`src/rtl/elastic_fifo_demux_pkg.sv`:
```
// Shared defaults and width helpers for the elastic FIFO + narrow-to-wide gearbox.
package elastic_fifo_demux_pkg;

  localparam int unsigned DefWidthIn  = 4;
  localparam int unsigned DefWidthOut = 16;
  localparam int unsigned DefDepth    = 32;

  // Index width for a counter over v values; never narrower than one bit.
  function automatic int unsigned idx_width(input int unsigned v);
    return (v <= 2) ? 1 : $clog2(v);
  endfunction

endpackage

```
`src/rtl/elastic_fifo_demux_if.sv`:
```
// Narrow write port and wide read port of the gearbox, grouped as one bundle.
interface elastic_fifo_demux_if #(
  parameter int unsigned WIDTH_IN  = 4,
  parameter int unsigned WIDTH_OUT = 16
) ();

  logic [WIDTH_IN-1:0]  i_data_in;
  logic                 i_write_en;
  logic                 i_ready_out;
  logic [WIDTH_OUT-1:0] o_data_out;
  logic                 o_valid_out;
  logic                 o_ready_in;

  modport slave (
    input  i_data_in,
    input  i_write_en,
    input  o_ready_in,
    output i_ready_out,
    output o_data_out,
    output o_valid_out
  );

  modport master (
    output i_data_in,
    output i_write_en,
    output o_ready_in,
    input  i_ready_out,
    input  o_data_out,
    input  o_valid_out
  );

endinterface

```
`src/rtl/sync_fifo_fwft.sv`:
```
// Single-clock first-word-fall-through FIFO; head word is visible on dout_o while not empty.
module sync_fifo_fwft
  import elastic_fifo_demux_pkg::*;
#(
  parameter int unsigned WIDTH = 4,
  parameter int unsigned DEPTH = 32
) (
  input  logic             clk,
  input  logic             rst,
  input  logic             push_i,
  input  logic [WIDTH-1:0] din_i,
  input  logic             pop_i,
  output logic [WIDTH-1:0] dout_o,
  output logic             full_o,
  output logic             empty_o
);

  localparam int unsigned AW = idx_width(DEPTH);
  localparam logic [AW:0] CountFull = DEPTH[AW:0];

  logic [WIDTH-1:0] mem_q [DEPTH];
  logic [AW-1:0]    wr_ptr_q, wr_ptr_d;
  logic [AW-1:0]    rd_ptr_q, rd_ptr_d;
  logic [AW:0]      count_q, count_d;
  logic             do_push, do_pop;

  assign full_o  = (count_q == CountFull);
  assign empty_o = (count_q == '0);
  assign do_push = push_i && !full_o;
  assign do_pop  = pop_i && !empty_o;
  assign dout_o  = mem_q[rd_ptr_q];

  always_comb begin
    wr_ptr_d = wr_ptr_q;
    rd_ptr_d = rd_ptr_q;
    count_d  = count_q;
    if (do_push) wr_ptr_d = wr_ptr_q + AW'(1);
    if (do_pop)  rd_ptr_d = rd_ptr_q + AW'(1);
    unique case ({do_push, do_pop})
      2'b10:   count_d = count_q + (AW+1)'(1);
      2'b01:   count_d = count_q - (AW+1)'(1);
      default: count_d = count_q;
    endcase
  end

  always_ff @(posedge clk) begin
    if (rst) begin
      wr_ptr_q <= '0;
      rd_ptr_q <= '0;
      count_q  <= '0;
    end else begin
      wr_ptr_q <= wr_ptr_d;
      rd_ptr_q <= rd_ptr_d;
      count_q  <= count_d;
    end
  end

  // Storage needs no reset; occupancy is tracked by the pointers and count.
  always_ff @(posedge clk) begin
    if (!rst && do_push) mem_q[wr_ptr_q] <= din_i;
  end

endmodule

```
`src/rtl/elastic_fifo_demux.sv`:
```
// Elastic FIFO feeding a 1:RATIO gearbox that packs narrow words LSB-first into one wide word.
module elastic_fifo_demux
  import elastic_fifo_demux_pkg::*;
#(
  parameter int unsigned WIDTH_IN  = DefWidthIn,
  parameter int unsigned WIDTH_OUT = DefWidthOut,
  parameter int unsigned DEPTH     = DefDepth
) (
  input logic                 clk,
  input logic                 rst,
  elastic_fifo_demux_if.slave bus
);

  localparam int unsigned RATIO = WIDTH_OUT / WIDTH_IN;
  localparam int unsigned SlotW = idx_width(RATIO);
  localparam logic [SlotW-1:0] SlotLast = SlotW'(RATIO - 1);

  logic [SlotW-1:0]     slot_q, slot_d;
  logic [WIDTH_OUT-1:0] data_q, data_d;
  logic                 valid_q, valid_d;
  logic                 fifo_full, fifo_empty, fifo_pop;
  logic [WIDTH_IN-1:0]  fifo_dout;

  // A held wide word blocks further pops until it is consumed.
  assign fifo_pop = !fifo_empty && (!valid_q || bus.o_ready_in);

  sync_fifo_fwft #(
    .WIDTH (WIDTH_IN),
    .DEPTH (DEPTH)
  ) u_fifo (
    .clk     (clk),
    .rst     (rst),
    .push_i  (bus.i_write_en),
    .din_i   (bus.i_data_in),
    .pop_i   (fifo_pop),
    .dout_o  (fifo_dout),
    .full_o  (fifo_full),
    .empty_o (fifo_empty)
  );

  always_comb begin
    slot_d  = slot_q;
    data_d  = data_q;
    valid_d = valid_q;
    if (valid_q && bus.o_ready_in) valid_d = 1'b0;
    if (fifo_pop) begin
      for (int unsigned s = 0; s < RATIO; s++) begin
        if (slot_q == SlotW'(s)) data_d[s*WIDTH_IN +: WIDTH_IN] = fifo_dout;
      end
      if (slot_q == SlotLast) begin
        slot_d  = '0;
        valid_d = 1'b1;
      end else begin
        slot_d = slot_q + SlotW'(1);
      end
    end
  end

  always_ff @(posedge clk) begin
    if (rst) begin
      slot_q  <= '0;
      data_q  <= '0;
      valid_q <= 1'b0;
    end else begin
      slot_q  <= slot_d;
      data_q  <= data_d;
      valid_q <= valid_d;
    end
  end

  assign bus.i_ready_out = !fifo_full;
  assign bus.o_data_out  = data_q;
  assign bus.o_valid_out = valid_q;

endmodule

```
`src/flat_wrapper.sv`:
```
// flat-port wrapper written by rule: the top's interface ports become plain ports
module elastic_fifo_demux_flat import elastic_fifo_demux_pkg::*;
#(
  parameter int unsigned WIDTH_IN  = DefWidthIn,
  parameter int unsigned WIDTH_OUT = DefWidthOut,
  parameter int unsigned DEPTH     = DefDepth
)
  (clk, rst, bus_i_data_in, bus_i_write_en, bus_o_ready_in, bus_i_ready_out, bus_o_data_out, bus_o_valid_out);
  elastic_fifo_demux_if #(.WIDTH_IN(WIDTH_IN), .WIDTH_OUT(WIDTH_OUT)) bus_i ();
  input logic clk;
  input logic rst;
  input wire logic [$bits(bus_i.i_data_in)-1:0] bus_i_data_in;
  input wire logic [$bits(bus_i.i_write_en)-1:0] bus_i_write_en;
  input wire logic [$bits(bus_i.o_ready_in)-1:0] bus_o_ready_in;
  output wire logic [$bits(bus_i.i_ready_out)-1:0] bus_i_ready_out;
  output wire logic [$bits(bus_i.o_data_out)-1:0] bus_o_data_out;
  output wire logic [$bits(bus_i.o_valid_out)-1:0] bus_o_valid_out;
  assign bus_i.i_data_in = bus_i_data_in;
  assign bus_i.i_write_en = bus_i_write_en;
  assign bus_i.o_ready_in = bus_o_ready_in;
  assign bus_i_ready_out = bus_i.i_ready_out;
  assign bus_o_data_out = bus_i.o_data_out;
  assign bus_o_valid_out = bus_i.o_valid_out;
  elastic_fifo_demux #(.WIDTH_IN(WIDTH_IN), .WIDTH_OUT(WIDTH_OUT), .DEPTH(DEPTH)) u_core (.clk(clk), .rst(rst), .bus(bus_i));
endmodule
```
`config.mk`:
```
export PLATFORM = sky130hd
export DESIGN_NAME = elastic_fifo_demux_flat
export DESIGN_NICKNAME = d
export VERILOG_FILES = /design/src/rtl/elastic_fifo_demux_pkg.sv /design/src/rtl/elastic_fifo_demux_if.sv /design/src/rtl/sync_fifo_fwft.sv /design/src/rtl/elastic_fifo_demux.sv /design/src/flat_wrapper.sv
export SDC_FILE = /design/constraint.sdc
export NUM_CORES = 1
export LEC_CHECK = 0
export CAP_MARGIN = 25
export CORE_MARGIN = 2
export CORE_UTILIZATION = 36
export CTS_CLUSTER_DIAMETER = 120
export DETAILED_ROUTE_END_ITERATION = 6
export GPL_TIMING_DRIVEN = 1
export MAX_ROUTING_LAYER = met4
export PLACE_DENSITY_LB_ADDON = 0.15
export RECOVER_POWER = 50
export SYNTH_ARGS = -nofsm -noshare
export SYNTH_HDL_FRONTEND = slang
export SYNTH_SLANG_ARGS = --single-unit
```
`constraint.sdc`:
```
create_clock -name clk -period 5.15 [get_ports clk]
set_clock_uncertainty 0.15 [all_clocks]
set_input_delay 0.7725 -clock clk [delete_from_list [all_inputs] [get_ports clk]]
set_output_delay 0.7725 -clock clk [all_outputs]
set_load 0.01 [all_outputs]
```
==> results.json <==
{
  "status": "finished with violations",
  "violations": "max-capacitance violations, max-slew violations",
  "yosysWarnings": 0,
  "finalHoldViolations": 0,
  "end_kind": "flop",
  "syn_area_per_cell_sq_um": 14.4,
  "cts_resized": 0,
  "final_area_sq_mm": 0.00796,
  "min-delay-start": "u_core.bus.o_data_out[15]",
  "p_sw_share_pct": 28.4,
  "holdCritPathClass": "flop to flop",
  "firstDrtPassIters": 4,
  "grt_max_degree": 50,
  "antenna_left": 0,
  "area_growth_pct": 15.5,
  "ioPinCount": 26,
  "grt_usage_pct": 15.6,
  "place.gp.congestion": 0.785,
  "start_kind": "primary input",
  "wirelength_mm": 14.4,
  "cts_setup_buffers": 0,
  "vdd_ir_drop_max_mv": 0.225,
  "grt_pass1_vias": 3982,
  "drv_cap": 4,
  "syn_nets": 501,
  "syn-instance-count": 478,
  "worst_pin_slew_ns": 1.61,
  "drt_iter0_drc": 244,
  "die-area_sq_mm": 0.0203,
  "combPwrFrac_pct": 22.1,
  "critPathMaxFanout": 15,
  "dr_total_vias": 3861,
  "reg2reg_from": "u_core.u_fifo.count_q[0]",
  "finalMaxSlewViolations": 132,
  "min_period_ns": 3.51,
  "worstRegToRegCells": 9,
  "fmax_mhz": 285,
  "die_x_um": 142,
  "drive_gt1_share_pct": 9.20,
  "maxSlewHeadroom_pct": -7.62,
  "hpwl_mm": 9.25,
  "hold_depth": 1,
  "row_count": 50,
  "path_clk_slew_ns": 0.06,
  "worstPathArrival_ns": 3.67,
  "yosysUniqueCellTypes": 40,
  "nFillCells": 1721,
  "syn_area_sq_mm": 0.00689,
  "dieHeight_um": 142,
  "setup_tns_ns": 0,
  "period_share_pct": 68.2,
  "async_flop_share_pct": 0,
  "crit_required_ns": 5.31,
  "setup_viol": 0,
  "start_util_pct": 36.7,
  "ys_seq_area_share_pct": 67.4,
  "p_seq_share_pct": 44.2,
  "power_switching_w": 0.00105,
  "wl_per_cell_um": 19.1,
  "vias_per_cell": 5.11,
  "crit_type": "primary input to flop",
  "cts-root-buf": "clkbuf_16",
  "antenna_found_initial": 0,
  "antenna-diode-count": 0,
  "layout.nets": 532,
  "grt_pass1_wl_mm": 22.6,
  "synth-edff-count": 128,
  "ctsHoldBuffers": 0,
  "p_leak_nw": 2.64,
  "multi_input_area_sq_mm": 0.00209,
  "cts_tree": "built",
  "cts.sinks": 168,
  "numCtsBuffers": 17,
  "portBuffers": 25,
  "cts_buffer_depth": 2,
  "cts_max_level": 4,
  "ys.flop_type": "edfxtp_1",
  "drc_errors": 0,
  "p_int_w": 0.00265,
  "clock_latency_ns": 0.42,
  "grt_overflow": 0,
  "clock_power_share_pct": 33.7,
  "p_per_area_mw_per_mm2": 465,
  "coreArea_sq_mm": 0.0188,
  "worstSetupStartpoint": "bus_o_ready_in",
  "seqCellArea_sq_mm": 0.00465,
  "ys_seq_elements": 168,
  "rsz0062_at_grt": "no",
  "dpl-instance-area_sq_mm": 0.00740
}
path summary, 6_finish.rpt:
kind	to	slack, ns
worst max-delay path	u_core.u_fifo.count_q[5]	1.64
worst min register to register	u_core.bus.o_data_out[15]	0.33
worst max register to register	u_core.u_fifo.count_q[5]	1.76
worst min-delay path	u_core.bus.o_data_out[15]	0.33
logic make-up (layout without fill, tap and decap cells):
kind of cell	count (synthesis)	count (layout)	synth area share, %
buffers and inverters	29	73	2.03
XOR/XNOR	12	12	1.53
adder cells (fa/ha/maj)	15	15	2.83
multiplexers	69	69	10.0
AO/OA/AOI/OAI	82	82	8.37
flip-flops	168	168	67.4
AND/OR/NAND/NOR	103	103	7.79
per-layer routing:
metal	GRT usage, %	wire (um)	vias up	part of all wire, %
met5	-	0	-	0
met4	5.68	276	0	1.9
met3	3.84	463	23	3.2
met2	23.2	6750	51	47
met1	20.8	6950	1920	48
li1	-	-	1867	-
cell usage after synthesis, drive strengths merged (5+ instances only):
| master | count | area, sq um |
|---|---|---|
| xnor2 | 5 | 43.8 |
| edfxtp | 128 | 3840 |
| dfxtp | 40 | 801 |
| mux2i | 68 | 681 |
| and2 | 5 | 41.3 |
| inv | 7 | 26.3 |
| clkbuf | 14 | 56.3 |
| a22o | 16 | 140 |
| a21oi | 27 | 135 |
| buf | 8 | 57.6 |
| a22oi | 32 | 240 |
| xor2 | 7 | 61.3 |
| nand2 | 10 | 37.5 |
| ha | 14 | 175 |
| nor2 | 59 | 221 |
metrics by stage:
stage,cells,worst slack (ns),hold WS (ns),total power (W),util (%)
final,756,1.64,0.328,0.00370,42.4
after global routing,756,1.44,0.345,0.00389,42.4
after CTS,756,1.85,0.329,0.00377,42.5
after detailed placement,724,1.62,0.305,0.00251,39.4
after global placement,722,1.69,0.310,0.00249,39.3
after floorplan,478,2.08,0.332,0.00224,-
placed cells by master, fill, tap and decap left out, types with 2 or more instances in the layout:
| cell type | count |
|---|---|
| clkbuf_1 | 7 |
| a22oi_1 | 32 |
| nor4b_1 | 2 |
| a21o_1 | 2 |
| edfxtp_1 | 128 |
| nor2b_1 | 2 |
| ha_1 | 14 |
| or3b_2 | 2 |
| buf_6 | 2 |
| nand2b_1 | 3 |
| or3_1 | 2 |
| dlygate4sd3_1 | 16 |
| bufinv_16 | 2 |
| a21oi_1 | 27 |
| nand4_1 | 4 |
| xnor2_1 | 5 |
| mux2i_1 | 68 |
| nand3b_1 | 3 |
| buf_4 | 3 |
| nor2_1 | 59 |
| clkinvlp_4 | 3 |
| nand3_1 | 2 |
| xor2_1 | 7 |
| a22o_1 | 16 |
| nor4_2 | 4 |
| clkdlybuf4s50_1 | 9 |
| nand2_1 | 10 |
| inv_1 | 7 |
| dfxtp_1 | 39 |
| clkbuf_16 | 17 |
| o31a_1 | 2 |
| and2_4 | 4 |
| clkinv_4 | 3 |
| clkbuf_8 | 2 |
area by class of cell:
type | count | share of cell area (%)
inverter | 7 | 0.330
clock buffer | 22 | 5.83
timing repair buffer | 34 | 3.90
multi-input combinational | 281 | 26.3
tap | 234 | 3.68
sequential | 168 | 58.4
clock inverter | 10 | 1.54
power by group through the flow:
stage / Clock (W) / Combinational [W] / Sequential (W)
finish: 0.00125 / 0.000817 / 0.00164
global placement: 0 / 0.000820 / 0.00167
global route: 0.00133 / 0.000909 / 0.00165
detailed placement: 0 / 0.000847 / 0.00167
floorplan: 0 / 0.000625 / 0.00162
CTS: 0.00128 / 0.000850 / 0.00164
sequential cells by signal (all words and copies together), names as in the netlist, named ones only:
| register | count |
|---|---|
| u_core.slot_q | 2 |
| u_core.bus.o_valid_out | 1 |
| u_core.u_fifo.rd_ptr_q | 5 |
| u_core.bus.o_data_out | 16 |
| u_core.u_fifo.wr_ptr_q | 5 |
| u_core.u_fifo.mem_q | 128 |
| u_core.u_fifo.count_q | 6 |
critical path, stage by stage:
cell,delay (ns)
dlygate4sd3_1,0.52
nand2b_1,0.12
o31a_1,0.52
ha_1,0.47
ha_1,0.30
a21o_1,0.19
a21oi_1,0.24
o21ai_0,0.11
nand3_1,0.09
mux2_2,0.33
(Power assumes the default switching activity.)
